--- src/rtl/sobol_pkg.sv ---
// Shared constants, FSM state type and default direction numbers for the Sobol generator.
// Optional build macro used by the top level: SOBOL_SKIP_ZERO_EN.
package sobol_pkg;

    localparam int WIDTH = 32;
    localparam int IDX_W = 5;
    localparam int CNT_W = 32;

    typedef enum logic [1:0] {
        IDLE = 2'd0,
        RUN  = 2'd1,
        DONE = 2'd2
    } state_t;

    // v[k] = 1 << (WIDTH-1-k): the van der Corput direction numbers
    function automatic logic [WIDTH-1:0] default_dir(input logic [IDX_W-1:0] k);
        logic [WIDTH-1:0] msb;
        msb = {1'b1, {(WIDTH-1){1'b0}}};
        return msb >> k;
    endfunction

endpackage

--- src/rtl/sobol_seq_gen_trailing_ones.sv ---
// Trailing-ones counter: index of the lowest zero bit of n, selecting the direction number.
module sobol_seq_gen_trailing_ones
    import sobol_pkg::*;
(
    input  logic [WIDTH-1:0] n_i,
    output logic [IDX_W-1:0] c_o
);

    // Scan from MSB down so the lowest zero wins; all-ones is unreachable in use.
    always_comb begin
        c_o = '0;
        for (int i = WIDTH-1; i >= 0; i--) begin
            if (!n_i[i]) begin
                c_o = IDX_W'(i);
            end
        end
    end

endmodule

--- src/rtl/sobol_seq_gen.sv ---
// Single-dimension Gray-code Sobol sample generator with a valid/ready output.
// Build macro SOBOL_SKIP_ZERO_EN suppresses the always-zero first sample x_0.
module sobol_seq_gen
    import sobol_pkg::*;
(
    input  logic             clk_i,
    input  logic             rst_i,
    input  logic             dir_we_i,
    input  logic [IDX_W-1:0] dir_addr_i,
    input  logic [WIDTH-1:0] dir_data_i,
    input  logic             start_i,
    input  logic [CNT_W-1:0] num_samples_i,
    output logic             out_valid_o,
    input  logic             out_ready_i,
    output logic [WIDTH-1:0] out_data_o,
    output logic             busy_o,
    output logic             done_o
);

    state_t           state_q, state_d;
    logic [WIDTH-1:0] x_q, x_d;
    logic [CNT_W-1:0] n_q, n_d;
    logic [CNT_W-1:0] num_q, num_d;
    logic [WIDTH-1:0] dir_q [WIDTH];
    logic [IDX_W-1:0] c;
    logic             hs;
    logic             last;
    logic [CNT_W-1:0] n_start;
    logic [WIDTH-1:0] x_start;

    sobol_seq_gen_trailing_ones u_tones (
        .n_i (n_q[WIDTH-1:0]),
        .c_o (c)
    );

    assign hs = (state_q == RUN) && out_ready_i;

`ifdef SOBOL_SKIP_ZERO_EN
    // x_1 = v[0]; forward a same-cycle write so it is not lost to the precompute.
    assign x_start = (dir_we_i && (dir_addr_i == '0)) ? dir_data_i : dir_q[0];
    assign n_start = CNT_W'(1);
    assign last    = (n_q == num_q);
`else
    assign x_start = '0;
    assign n_start = '0;
    assign last    = (n_q == (num_q - CNT_W'(1)));
`endif

    always_comb begin
        state_d = state_q;
        x_d     = x_q;
        n_d     = n_q;
        num_d   = num_q;
        case (state_q)
            IDLE: begin
                if (start_i && (num_samples_i != '0)) begin
                    state_d = RUN;
                    num_d   = num_samples_i;
                    n_d     = n_start;
                    x_d     = x_start;
                end
            end
            RUN: begin
                if (hs) begin
                    if (last) begin
                        state_d = DONE;
                    end else begin
                        x_d = x_q ^ dir_q[c];
                        n_d = n_q + CNT_W'(1);
                    end
                end
            end
            DONE:    state_d = IDLE;
            default: state_d = IDLE;
        endcase
    end

    always_ff @(posedge clk_i) begin
        if (rst_i) begin
            state_q <= IDLE;
            x_q     <= '0;
            n_q     <= '0;
            num_q   <= '0;
        end else begin
            state_q <= state_d;
            x_q     <= x_d;
            n_q     <= n_d;
            num_q   <= num_d;
        end
    end

    always_ff @(posedge clk_i) begin
        if (rst_i) begin
            for (int k = 0; k < WIDTH; k++) begin
                dir_q[k] <= default_dir(IDX_W'(k));
            end
        end else if ((state_q == IDLE) && dir_we_i) begin
            dir_q[dir_addr_i] <= dir_data_i;
        end
    end

    assign out_valid_o = (state_q == RUN);
    assign out_data_o  = x_q;
    assign busy_o      = (state_q != IDLE);
    assign done_o      = (state_q == DONE);

endmodule
--- config.mk ---
export PLATFORM = sky130hd
export DESIGN_NAME = sobol_seq_gen
export DESIGN_NICKNAME = d
export VERILOG_FILES = /design/src/rtl/sobol_pkg.sv /design/src/rtl/sobol_seq_gen_trailing_ones.sv /design/src/rtl/sobol_seq_gen.sv
export SDC_FILE = /design/constraint.sdc
export NUM_CORES = 2
export LEC_CHECK = 0
export ABC_AREA = 1
export BUFFER_PORTS_ARGS = -buffer_cell sky130_fd_sc_hd__buf_2
export CAP_MARGIN = 0
export CORE_MARGIN = 8
export CORE_UTILIZATION = 34
export CTS_CLUSTER_SIZE = 20
export DETAILED_ROUTE_END_ITERATION = 16
export MAX_ROUTING_LAYER = met4
export PLACE_DENSITY_LB_ADDON = 0.05
export SLEW_MARGIN = 10
export SYNTH_ARGS = -nofsm -noshare
export SYNTH_HDL_FRONTEND = slang
export SYNTH_SLANG_ARGS = --single-unit
--- constraint.sdc ---
create_clock -name clk_i -period 3.1 [get_ports clk_i]
set_input_delay 0.31 -clock clk_i [delete_from_list [all_inputs] [get_ports clk_i]]
set_output_delay 0.31 -clock clk_i [all_outputs]
set_load 0.01 [all_outputs]
Word level (Yosys, flattened, before mapping)
Memories as Yosys holds them, arrays and structs flattened.
Cells that the tools add are included.
- register bits: 98
- memory bits (writable): 1024
- bits of input ports: 74
- output and inout bits: 35
- logic and storage cells: 77
- memories kept: 1
- memories (memory ; words ; width ; rd ports ; clocked after Yosys merged registers in ; wr ports ; RTL line ; RTL):
    dir_q ; 32 ; 32 ; 1 ; 0 ; 32 ; sobol_seq_gen.sv:24 ; logic [WIDTH-1:0] dir_q [WIDTH];
- add/sub/neg operators: 2
- equality and inequality tests: 7
- mux-type cells: 51
- bitwise logic cells: 1
- reductions and logical operators: 11
- operator list (kind ; number):
    $mux W32 ; 6
    $mux W5 ; 33
    $pmux W32 S2 ; 2
    $add A32 B1 Y32 const B ; 1
    $eq A32 B32 Y1 ; 1
    $reduce_bool A32 Y1 ; 1
    $reduce_or A32 Y1 ; 1
    $sub A32 B1 Y32 const B ; 1
    $xor A32 B32 Y32 ; 1
    $mux W1 ; 6
    $mux W2 ; 3
    $ne A2 B1 Y1 const B ; 2
    $ne A2 B2 Y1 const B ; 2
    $pmux W2 S2 ; 1
    $reduce_and A4 Y1 ; 1
    $reduce_bool A2 Y1 ; 2
    $logic_and A1 B1 Y1 ; 3
    $reduce_and A3 Y1 ; 1
    $eq A2 B1 Y1 const B ; 1
    $eq A2 B2 Y1 const B ; 1
    $logic_not A2 Y1 ; 1
    $reduce_and A2 Y1 ; 1

Depth between registers and ports, before layout
An unclocked memory read counts as a cell.
- depth in word-level cells: 37
- mapped depth: 43
- mapped depth without buffers: 41

By module
A second synthesis with hierarchy kept.
- cell total of the unflattened synthesis: 6358
- area total of the unflattened synthesis: 54207.0 um2
- modules (own cells, without submodules) (module ; times used ; cells an instance ; area each (um2) ; seq. area each (um2)):
    sobol_seq_gen ; 1 ; 6284 ; 53879.2 ; 32711.4
    sobol_seq_gen_trailing_ones ; 1 ; 74 ; 327.8 ; 0.0

Worst setup path before layout
OpenSTA, ideal clock, no wires.
- path type: register to register
- from: register num_q[0]
- to: register n_q[22]
- library setup time: 71 ps
- data arrival time: 3253 ps
- required time: 3029 ps
- slack: -224 ps
- stages on the path, launching flop included: 30
- path buffers: 0
- period minus slack after synthesis: 3324 ps
- cell sequence: dfxtp_1 -> inv_1 -> ha_1 -> nand2_1 -> nor2_2 -> nand2_1 -> nor2_2 -> nand2_2 -> inv_2 -> nand3_2 -> nor2_4 -> nand2_1 -> nor2_2 -> nand2_1 -> nor3_2 -> xor2_1 -> nand3_1 -> nor2_1 -> nand4_1 -> nor3_1 -> nand2_2 -> nand3_4 -> nor3_4 -> nand3_2 -> nor2_4 -> nand2_2 -> nor2_2 -> nand2_2 -> or2_0 -> a21oi_2
- longest elaborated chain between the ends: 4
- RTL lines (item ; RTL line ; RTL):
    start, declared ; sobol_seq_gen.sv:23 ; logic [CNT_W-1:0] num_q, num_d;
    start signal, assigned ; sobol_seq_gen.sv:88 ; num_q <= num_d;
    $sub A32 B1 Y32 ; sobol_seq_gen.sv:46 ; assign last = (n_q == (num_q - CNT_W'(1)));
    $eq A32 B32 Y1 ; sobol_seq_gen.sv:46 ;
    $ne A2 B2 Y1 (no line) ; n/a ;
    $reduce_and A4 Y1 (no line) ; n/a ;
    end signal, assigned ; sobol_seq_gen.sv:87 ; n_q <= n_d;
    end, declared ; sobol_seq_gen.sv:22 ; logic [CNT_W-1:0] n_q, n_d;
No other way between the ends.
A chain may end at the register's enable or synchronous reset.

Worst setup path after layout
- from: register num_q[1]
- to: register n_q[30]
Same word-level chain as after synthesis.

==> metrics.txt <==
root buffer cell=clkbuf_16; Crit Path Max Fanout=6; Syn-to-layout area delta=28.44%; Seq/Total Area, Yosys=62.61%; cells after synthesis=5533; clock tree buffer depth=3; RSZ-0062 raised after global routing=true; cell count of the worst hold path=4; DRC viols=0; Reg-to-Reg Start=num_q[1]$_SDFFE_PP0P_; core area=153300 sq um; Leak=26.08 nW; Fin. Hold Viols=0; synthesized net count=5609; CP Launch Type=register; share of layout cells above drive strength 1=22.88%; Final Core Density=43.76%; via/cell ratio=5.359; io pins=109; Tightest Hold Check Type=input port to register; Max Slew Vio Count=0; Syn Area/Cell=9.442 sq um; vias in the first global route=41600; clock latency on the worst-skew pair=0.76 ns; routed len/inst=25.43 um; first-pass GRT wire length=291700 um; fin crit period=3.628 ns; fillcell total=14810; Hold Worst Slack=0.1377 ns; EDFF count, synth=1024; Setup Viol. Count Final=66; DR vias=42960; synth top area cells=edfxtp_1 (59%), nand3_1 (15%), nor2_1 (8.5%); Post-synth top cells=nand3_1 (1516), nor2_1 (1184), edfxtp_1 (1024); Worst R2R End=n_q[30]$_SDFFE_PP0P_; Initial Util=34.07%; warnings from Yosys=0; pin count of the biggest net entering global routing=89; slowest CP cell=dfxtp_2; failing checks=negative setup slack; Port Buf Inserts=108; Worst-path clk slew=0.06 ns; flop2flop setup slack=-0.53 ns; CTS tree=done; most common cell in the synthesized netlist=nand3_1; Fmax=0.2757 GHz; # rows=144; Cell variety after synth=45; Crit. End Element=register; relative slew slack=37.76%; Slew @ Worst Pin=0.9325 ns; final HPWL from detailed placement=119700 um; PnR worst setup slack=-0.5275 ns; # H-tree levels=4; die height=408.0 um; peak supply drop=0.0005447 V; remaining global-route overflow=0; Die X=408.0 um; layout net count=5949; Setup CP Type=register to register; crit-path max cell delay=0.32 ns; die area=166500 sq um; Pwr Density=556.0 nW/um^2; Num CTS Buffers=137; worst path required time=3.81 ns; First-pass DRT Iterations=5; Post-synth ARST share=0%; Max Cap Violations=0; Hold EP=dir_q[19][12]$_SDFFCE_PN1P_; Final ANT Viol Nets=0; DRT Wirelength=203800 um; ys flop type=edfxtp_1; Pwr Total=37.31 mW; fin crit share=117.0%; clk_skew=0.02355 ns; setup slack after placement=-0.9785 ns; Synth area leader=edfxtp_1; Synth top area share=58.86%; gpl congestion=0.8171; Min-Delay Startpoint=dir_data_i[12]; initial antenna violation count=1; Worst Path Arrival=4.34 ns; Top cell by count, worst path=nand2_2; mapped cell area=52240 sq um; status=finished, violations left; Yosys reg bits=1122; drt initial violations=3664; reg2reg path depth=25; Tot GR Track Use=23.84%; CTS sink cnt=1122
## layout make-up
type / count / area [sq um] / area share [%]
Antenna cell: 1 / 2.502 / 0.003729
Timing Repair Buffer: 696 / 7451 / 11.10
Sequential cell: 1122 / 32720 / 48.76
Tap cell: 2044 / 2557 / 3.811
Inverter: 153 / 591.8 / 0.8820
Clock buffer: 182 / 3724 / 5.549
Clock inverter: 55 / 470.5 / 0.7011
Multi-Input combinational cell: 3763 / 19580 / 29.19
## critical path, delay by kind of cell (launching register included)
family	cells	cell delay [ns]
AOI/OAI and AO/OA	2	0.31
DFF	1	0.32
and+or+nand+nor	21	2.63
buffers and inverters	2	0.30
## per-layer routing
| metal | routed length (um) | vias up | GRT usage (%) | share of wire, % |
|---|---|---|---|---|
| li1 | - | 19760 | - | - |
| met1 | 92670 | 21540 | 32.75 | 45 |
| met2 | 94930 | 1377 | 37.62 | 47 |
| met3 | 11090 | 280 | 3.092 | 5.4 |
| met4 | 5132 | 0 | 5.824 | 2.5 |
| met5 | 0 | - | - | 0 |
## per-stage QoR
step	setup TNS (ns)	cell area, sq um	cells
finish	-25.28	67100	8016
detailed placement	-37.93	58390	7668
CTS	-34.08	64360	7971
global placement	-42.93	58390	7668
floorplan	-0.3129	52290	5533
global route	-48.86	67100	8015
## where the power goes
| part | switching, mW | total (mW) | internal [mW] |
|---|---|---|---|
| Sequential | 0.229 | 17.3 | 17.1 |
| Combinational | 2.87 | 4.50 | 1.63 |
| Clock | 6.51 | 15.5 | 8.98 |
| Total | 9.62 | 37.3 | 27.7 |
## cells by family (layout without fill, tap and decap cells)
group / after synthesis / after routing / share of synthesized area, %
and+or+nand+nor: 3566 / 3568 / 29.90
DFF: 1122 / 1122 / 62.61
buffers and inverters: 650 / 1086 / 5.171
AOI/OAI and AO/OA: 144 / 144 / 1.442
xor gates and xnor gates: 49 / 49 / 0.8215
adders and majority gates: 2 / 2 / 0.04789
other: 0 / 1 / 0
## registers in the layout (all words and copies together), names as in the netlist
signal and cells:
dir_q 1024, n_q 32, num_q 32, out_data_o 32, state_q 2
## repair_timing
item,in CTS,in global routing
pin swaps,30,180
setup buffers,16,21
gates cloned,16,28
endpoints found under the hold margin,39,0
setup endpoints to repair,66,66
hold buffers,35,0
gates resized for setup,190,424
## worst max path at each step
stage	start	to	slack [ns]	cells after the start
floorplan	num_q[0]$_SDFFE_PP0P_	n_q[22]$_SDFFE_PP0P_	-0.10	29
detailed placement	n_q[31]$_SDFFE_PP0P_	out_data_o[1]$_SDFFE_PP0P_	-0.98	43
global route	n_q[31]$_SDFFE_PP0P_	out_data_o[16]$_SDFFE_PP0P_	-0.87	44
finish	num_q[1]$_SDFFE_PP0P_	n_q[30]$_SDFFE_PP0P_	-0.53	25
global placement	n_q[31]$_SDFFE_PP0P_	out_data_o[1]$_SDFFE_PP0P_	-1.18	43
CTS	n_q[31]$_SDFFE_PP0P_	out_data_o[1]$_SDFFE_PP0P_	-0.63	42
## cells in the final DEF (no fill, tap or decap), types with 23 or more instances in the layout
cell and instances:
dfxtp_1 94, clkinv_1 28, nand2_1 640, nand3_2 273, clkbuf_16 161, nor3_1 35, buf_16 23, nor2_1 1178
buf_4 365, nand3_1 1188, nand3_4 59, dlygate4sd3_1 35, buf_12 112, a21oi_2 30, o21ai_0 48, inv_1 141
nand2_2 93, buf_2 108, edfxtp_1 1024, clkbuf_1 38, a21oi_1 42, xor2_1 36, buf_6 25
Note: power is estimated with default switching activity, not from simulation.
